==> src/rtl/sextium_syscall_unit.sv <==
// rtl/sextium_syscall_unit.sv - Sextium III SYSCALL responder (HALT/READ/WRITE over word streams)
module sextium_syscall_unit #(
    parameter int WIDTH     = 16,
    parameter int CNT_WIDTH = 16
) (
    input  logic                 clock,
    input  logic                 reset,
    input  logic                 runio,
    input  logic [WIDTH-1:0]     acc,
    input  logic [WIDTH-1:0]     dr,
    output logic                 iobusy,
    output logic [WIDTH-1:0]     io_result,
    output logic                 halted,
    output logic                 err,
    input  logic                 in_valid,
    input  logic [WIDTH-1:0]     in_data,
    output logic                 in_ready,
    output logic                 out_valid,
    output logic [WIDTH-1:0]     out_data,
    input  logic                 out_ready,
    output logic [CNT_WIDTH-1:0] rd_count,
    output logic [CNT_WIDTH-1:0] wr_count
);

    typedef enum logic [2:0] {
        S_IDLE,
        S_READ,
        S_WRITE,
        S_HALT,
        S_BUSY
    } state_t;

    localparam logic [WIDTH-1:0]     CODE_HALT  = WIDTH'(0);
    localparam logic [WIDTH-1:0]     CODE_READ  = WIDTH'(1);
    localparam logic [WIDTH-1:0]     CODE_WRITE = WIDTH'(2);
    localparam logic [CNT_WIDTH-1:0] CNT_ONE    = CNT_WIDTH'(1);

    state_t               state_q, state_d;
    logic                 iobusy_q, iobusy_d;
    logic [WIDTH-1:0]     io_result_q, io_result_d;
    logic                 halted_q, halted_d;
    logic                 err_q, err_d;
    logic                 out_valid_q, out_valid_d;
    logic [WIDTH-1:0]     out_data_q, out_data_d;
    logic [CNT_WIDTH-1:0] rd_count_q, rd_count_d;
    logic [CNT_WIDTH-1:0] wr_count_q, wr_count_d;

    always_ff @(posedge clock) begin
        if (!reset) begin
            state_q     <= S_IDLE;
            iobusy_q    <= 1'b0;
            io_result_q <= '0;
            halted_q    <= 1'b0;
            err_q       <= 1'b0;
            out_valid_q <= 1'b0;
            out_data_q  <= '0;
            rd_count_q  <= '0;
            wr_count_q  <= '0;
        end else begin
            state_q     <= state_d;
            iobusy_q    <= iobusy_d;
            io_result_q <= io_result_d;
            halted_q    <= halted_d;
            err_q       <= err_d;
            out_valid_q <= out_valid_d;
            out_data_q  <= out_data_d;
            rd_count_q  <= rd_count_d;
            wr_count_q  <= wr_count_d;
        end
    end

    // iobusy rises on the dispatch edge so the controller's wait state sees it next cycle.
    always_comb begin
        state_d     = state_q;
        iobusy_d    = iobusy_q;
        io_result_d = io_result_q;
        halted_d    = halted_q;
        err_d       = err_q;
        out_valid_d = out_valid_q;
        out_data_d  = out_data_q;
        rd_count_d  = rd_count_q;
        wr_count_d  = wr_count_q;

        case (state_q)
            S_IDLE: begin
                if (runio) begin
                    iobusy_d = 1'b1;
                    if (acc == CODE_HALT) begin
                        state_d  = S_HALT;
                        halted_d = 1'b1;
                    end else if (acc == CODE_READ) begin
                        state_d = S_READ;
                    end else if (acc == CODE_WRITE) begin
                        state_d     = S_WRITE;
                        out_valid_d = 1'b1;
                        out_data_d  = dr;
                    end else begin
                        state_d = S_BUSY;
                        err_d   = 1'b1;
                    end
                end
            end
            S_READ: begin
                if (in_valid) begin
                    io_result_d = in_data;
                    rd_count_d  = rd_count_q + CNT_ONE;
                    iobusy_d    = 1'b0;
                    state_d     = S_IDLE;
                end
            end
            S_WRITE: begin
                if (out_ready) begin
                    out_valid_d = 1'b0;
                    wr_count_d  = wr_count_q + CNT_ONE;
                    iobusy_d    = 1'b0;
                    state_d     = S_IDLE;
                end
            end
            S_HALT: begin
                iobusy_d    = 1'b1;
                out_valid_d = 1'b0;
            end
            S_BUSY: begin
                iobusy_d = 1'b0;
                state_d  = S_IDLE;
            end
            default: begin
                iobusy_d    = 1'b0;
                out_valid_d = 1'b0;
                state_d     = S_IDLE;
            end
        endcase
    end

    assign in_ready  = (state_q == S_READ);
    assign iobusy    = iobusy_q;
    assign io_result = io_result_q;
    assign halted    = halted_q;
    assign err       = err_q;
    assign out_valid = out_valid_q;
    assign out_data  = out_data_q;
    assign rd_count  = rd_count_q;
    assign wr_count  = wr_count_q;

endmodule

==> config.mk <==
export PLATFORM = sky130hd
export DESIGN_NAME = sextium_syscall_unit
export DESIGN_NICKNAME = d
export VERILOG_FILES = /design/src/rtl/sextium_syscall_unit.sv
export SDC_FILE = /design/constraint.sdc
export NUM_CORES = 1
export LEC_CHECK = 0
export ABC_AREA = 1
export CAP_MARGIN = 25
export CORE_MARGIN = 1.5
export CORE_UTILIZATION = 40
export DETAILED_ROUTE_END_ITERATION = 10
export GPL_ROUTABILITY_DRIVEN = 1
export PLACE_DENSITY = 0.71
export SYNTH_ARGS = -nofsm -noshare
export SYNTH_HDL_FRONTEND = slang
export SYNTH_SLANG_ARGS = --single-unit
==> constraint.sdc <==
create_clock -name clock -period 2.55 [get_ports clock]
set_input_delay 0.765 -clock clock [delete_from_list [all_inputs] [get_ports clock]]
set_output_delay 0.765 -clock clock [all_outputs]
set_load 0.005 [all_outputs]
==> out/results.ini <==
[status]
status=completed

[floorplanning]
dieArea_um2=9490
initial_core_util=0.411
die_h_um=97.4
coreArea_um2=8680
pin_count=122
die_w_um=97.4
rows=34

[timing]
whs_ns=0.450
timing.fmax_ghz=0.419
worstMarginPinSlew_ns=0.358
period_needed_ns=2.38
finalSetupViolCount=0
tns_ns=0
rsz0062_at_grt=no
maxSlewHeadroom=0.760
finClkSkew_ns=0.00736
hold_viol_final=0
slew_viol_final=0
post-route-period-util=0.935

[finish]
fin_cells=736
mostFrequentLayoutCells=144 x nand2_1, 121 x clkdlybuf4s50_1, 71 x dfxtp_1
final_common_cell=nand2_1
final_nets=678
drive_gt1_frac=0.105
antenna_cells=0
syn_to_final_growth_pct=44.3
fillers=802

[global_routing]
overflow=0
antenna_found_initial=0
grt_util_all_layers=0.188
grt_max_degree=33
grt_pass1_vias=3417
grt_pass1_wl_um=15000

[synth]
synth-compound-area-share=0.0877
avgSynthCellArea_um2=7.15
yosys_warnings=0
muxShareOfSynthArea=0
synthSimpleGateAreaFrac=0.413
synth_top_family_by_area=simple AND/OR/NAND/NOR gates
yosys.area_share.adder=0.00702
ys_ff_latch=71
yosysUniqueCellTypes=31
synthesis.nets=554
synth_xor_area_frac=0.00737
synth_cells=499
synth_area_um2=3570
seq_area_frac_synth=0.399

[clock_network]
cts_buffer_depth=2
clkTransAtPathRegs_ns=0.07
clock_sink_count=71
cts_resized=0
cts_buffers=9
cts-root-buf=clkbuf_8
post_cts_buffers=0
holdBufCountCts=0
cts_tree=built
htreeDepth=3
clk-insertion-delay-late_ns=0.34

[critical_path]
rr_startpoint=wr_count[2]
rr_worst_depth=7
cp_max_fo=4
rr_endpoint=wr_count[9]
critical_path_class=reg -> out
rrSetupSlack_ns=0.97
end_kind=output pin
startpoint_type=flop
required_ns=1.79
crit_arrival_ns=1.62

[detailed_routing]
drt-vias-per-instance=4.77
remaining_drc_errors=0
antenna_left=0
postRouteWirelength_um=8750
vias=3510
wl_per_cell_um=11.9
drt_iter0_markers=127
dr.pass1.iters=4

[power]
total_power_mw=2.34
p_leak_nw=1.86
power_density_nw_per_um2=456
ir_drop_uv=318

[min_path]
min_path_type=reg -> reg
hold_end=halted
min_path_cells=2
hp-start=halted

[place]
dp_cells=720
gp_congestion=0.832
hpwl_um=6490
port_buffers=121

[run]
cap_violations=0

metal layers:
layer | GRT usage | vias to the layer above | share of wire
met1 | 0.224 | 1574 | 0.45
met4 | 0.0429 | 0 | 0.0064
li1 | - | 1819 | -
met3 | 0.0734 | 6 | 0.088
met2 | 0.321 | 111 | 0.46
met5 | 0 | - | 0
registers in the layout, indices dropped and copies added, names as in the netlist:
signal / count
iobusy: 1
io_result: 16
halted: 1
out_valid: 1
err: 1
out_data: 16
rd_count: 16
wr_count: 16
state_q: 3
synth_stat cells (all sizes together):
| master | number | area (µm²) |
|---|---|---|
| nor3b | 18 | 205 |
| inv | 59 | 221 |
| nand4 | 8 | 50.1 |
| o21bai | 1 | 7.51 |
| xnor2 | 2 | 17.5 |
| clkinv | 1 | 5.00 |
| dfxtp | 71 | 1420 |
| nand2 | 146 | 553 |
| xor2 | 1 | 8.76 |
| nand3 | 23 | 163 |
| ha | 2 | 25.0 |
| o211ai | 1 | 7.51 |
| clkbuf | 5 | 18.8 |
| a21oi | 42 | 210 |
| o31ai | 1 | 7.51 |
| nor2 | 83 | 434 |
| buf | 9 | 61.3 |
| nand3b | 3 | 22.5 |
| nor3 | 7 | 46.3 |
| o21ai | 16 | 80.1 |
critical path: stages (launching register included):
cell and delay (ns):
dfxtp_1 0.37, nor2_2 0.19, nand2_1 0.11, inv_1 0.11, clkdlybuf4s50_1 0.50
stage by stage:
stage / cell area (µm²) / util / worst slack (ns)
global route: 5140 / 0.593 / 0.0507
global placement: 4900 / 0.565 / 0.358
detailed placement: 4900 / 0.565 / 0.295
finish: 5140 / 0.593 / 0.166
floorplan: 3570 / - / 0.822
CTS: 5140 / 0.593 / 0.153
power breakdown:
part / switching, mW / internal, mW
sequential: 0.00280 / 1.11
combinational: 0.0589 / 0.0906
clock: 0.421 / 0.660
total: 0.483 / 1.86
how the worst max path moves through the flow:
| stage | from | end | slack [ns] | depth (start not counted) |
|---|---|---|---|---|
| floorplan | acc[3] | out_data[10] | 0.82 | 7 |
| global placement | out_ready | wr_count[12] | 0.36 | 8 |
| detailed placement | acc[9] | out_data[5] | 0.30 | 8 |
| CTS | state_q[1] | in_ready | 0.15 | 4 |
| global route | state_q[0] | in_ready | 0.05 | 3 |
| finish | state_q[2] | in_ready | 0.17 | 4 |
logic make-up after synthesis:
group / after synthesis
simple gates: 288
buf+inv: 74
flops: 71
compound gates: 61
xor+xnor: 3
fa+ha+maj: 2
layout make-up:
class / instances / area, µm² / area share
Inverter: 60 / 226 / 0.0440
Multi-Input combinational cell: 354 / 1840 / 0.357
Clock inverter: 2 / 60.1 / 0.0117
Sequential cell: 71 / 1420 / 0.276
Timing Repair Buffer: 127 / 1280 / 0.249
Tap cell: 108 / 135 / 0.0263
Clock buffer: 14 / 183 / 0.0355
(Power assumes the default switching activity.)
==> variant: new RTL, config.mk and constraints unchanged <==
The 5 states of `state_t` get a Gray code encoding in 3 bits.
--- a/src/rtl/sextium_syscall_unit.sv
+++ b/src/rtl/sextium_syscall_unit.sv
@@ -23,11 +23,11 @@
 );
 
     typedef enum logic [2:0] {
-        S_IDLE,
-        S_READ,
-        S_WRITE,
-        S_HALT,
-        S_BUSY
+        S_IDLE  = 3'b000,
+        S_READ  = 3'b001,
+        S_WRITE = 3'b011,
+        S_HALT  = 3'b010,
+        S_BUSY  = 3'b110
     } state_t;
 
     localparam logic [WIDTH-1:0]     CODE_HALT  = WIDTH'(0);
Check against the original RTL: no difference found for any inputs over 10 cycles, from zero or initial values and one cycle with reset low; not proved beyond that.
==> variant against the unedited design <==
- non-clock buffer count down 3
- synthesized area is 4.3% lower
- cell area decreased by 4.8%
- routed wire length shrank 5.4%
- sequential share of layout area is 1.4 points higher
- via count shrank 2.5%
- sequential cell count is the same
- synthesized cell count is 2.2% lower
- count of clock-buffer cells in the layout decreased by 5
- critical endpoint unchanged
- worst setup slack lost 0.062 ns
Power is not compared: it rests on default switching activity, and its combinational part moved more than twofold at a synthesized area within 25%.
==> variant: results (changes against the unedited design) <==
* Status: finished clean
* Final setup skew at 0.0150 ns (+0.00759 ns)
* Detail Placement HPWL at 6080 um (-6.4%)
* First-pass GRT wire length at 13600 um (-9.2%)
* GPL Wtd Cong at 0.805 (-3.2%)
* Slew at the pin closest to its max-slew limit at 0.458 ns (+0.0998 ns)
* Drt initial violations at 73 (-43%)
* Top cells by count, synth: 113 x nor2_1, 94 x nand2_1, 71 x dfxtp_1, 56 x inv_1, 25 x o21ai_0
* Origin of the worst setup path: state_q[0]
* Most area-consuming cells after synthesis: dfxtp_1 42%, nor2_1 12%, nand2_1 10%, inv_1 6.2%, nand4_1 4.4%
* Share of the yosys chip area belonging to registers at 0.417 (+0.0180)
* DP Cell Count at 703 (-2.4%)
* Count of nets after finishing at 664 (-2.1%)
* Vias in the first global route at 3127 (-8.5%)
* Number of library cell types mapped by synthesis at 34 (+9.7%)
* Fraction of layout cells with a size suffix above 1 at 0.0831 (-0.0220)
* Avg Synthesized Cell Area at 6.99 sq um (-2.2%)
* Drt via density at 4.76 (-0.20%)
* Total wire length at 8270 um (-5.4%)
* Largest net degree at the start of global routing at 38 (+15%)
* Largest driver fanout on the critical path at 5 (+1)
* Gr usage total at 0.190 (+0.00114)
* CP Data Arrival Time at 1.68 ns (+0.06 ns)
* Syn nets at 543 (-2.0%)
* Worst Min Path Start: iobusy
-- variant: changes by cell type in the layout (fill, tap and decap cells not counted), moves of 3 or more --
cell,change
o21ai_0,+10
nor2_4,-11
nand2_1,-50
nor3b_2,-14
nand4_1,+16
nor2_1,+49
clkbuf_8,-4
nor2_2,+8
a21oi_1,-22
nand3b_1,-3
nor2_8,+3
-- variant: worst paths after layout --
kind | endpoint | slack (ns) | cells past startpoint
worst min register to register | iobusy | 0.46 | 2
worst max register to register | rd_count[7] | 0.80 | 7
worst min-delay path | iobusy | 0.46 | 2
worst max-delay path | in_ready | 0.10 | 3
-- variant: logic make-up after synthesis --
logic type,synth area share
fa+ha+maj,0.00733
compound gates,0.0796
xor+xnor,0.00513
simple gates,0.398
flops,0.417
buf+inv,0.0931
-- variant: power by group through the flow --
stage	logic (W)	clock network (W)	registers (W)
2_1_floorplan	0.000436	0	0.00131
3_3_place_gp	0.000735	0	0.00130
3_5_place_dp	0.000741	0	0.00131
4_1_cts	0.000745	0.000946	0.00129
5_1_grt	0.000813	0.00100	0.00130
6_report	0.000738	0.000929	0.00129
-- variant: worst max-delay path, cell delays in order (launching register included) --
cell and delay [ns]:
dfxtp_1 0.48, inv_2 0.13, nor3_4 0.19, clkdlybuf4s50_1 0.54
-- variant: stage by stage --
| stage | worst slack, ns | util | instance area [sq um] |
|---|---|---|---|
| floorplan | 0.779 | - | 3410 |
| global placement | 0.182 | 0.568 | 4690 |
| detailed placement | 0.151 | 0.568 | 4690 |
| CTS | 0.0776 | 0.593 | 4900 |
| global route | 0.0311 | 0.593 | 4900 |
| finish | 0.104 | 0.593 | 4900 |
-- variant: cell type report --
class                           instances  area [sq um]
Sequential cell                        71          1420
Clock buffer                            9           124
Multi-Input combinational cell        343          1670
Tap cell                              105           131
Inverter                               60           225
Clock inverter                          7          80.1
Fill cell                             796          3360
Timing Repair Buffer                  124          1240
-- variant: layer usage --
layer | part of all wire | wire, um | up-vias | track usage
met1 | 0.43 | 3550 | 1523 | 0.222
met2 | 0.49 | 4060 | 96 | 0.330
met3 | 0.062 | 513 | 13 | 0.0455
met5 | 0 | 0 | - | 0
li1 | - | - | 1790 | -
met4 | 0.017 | 143 | 0 | 0.0746
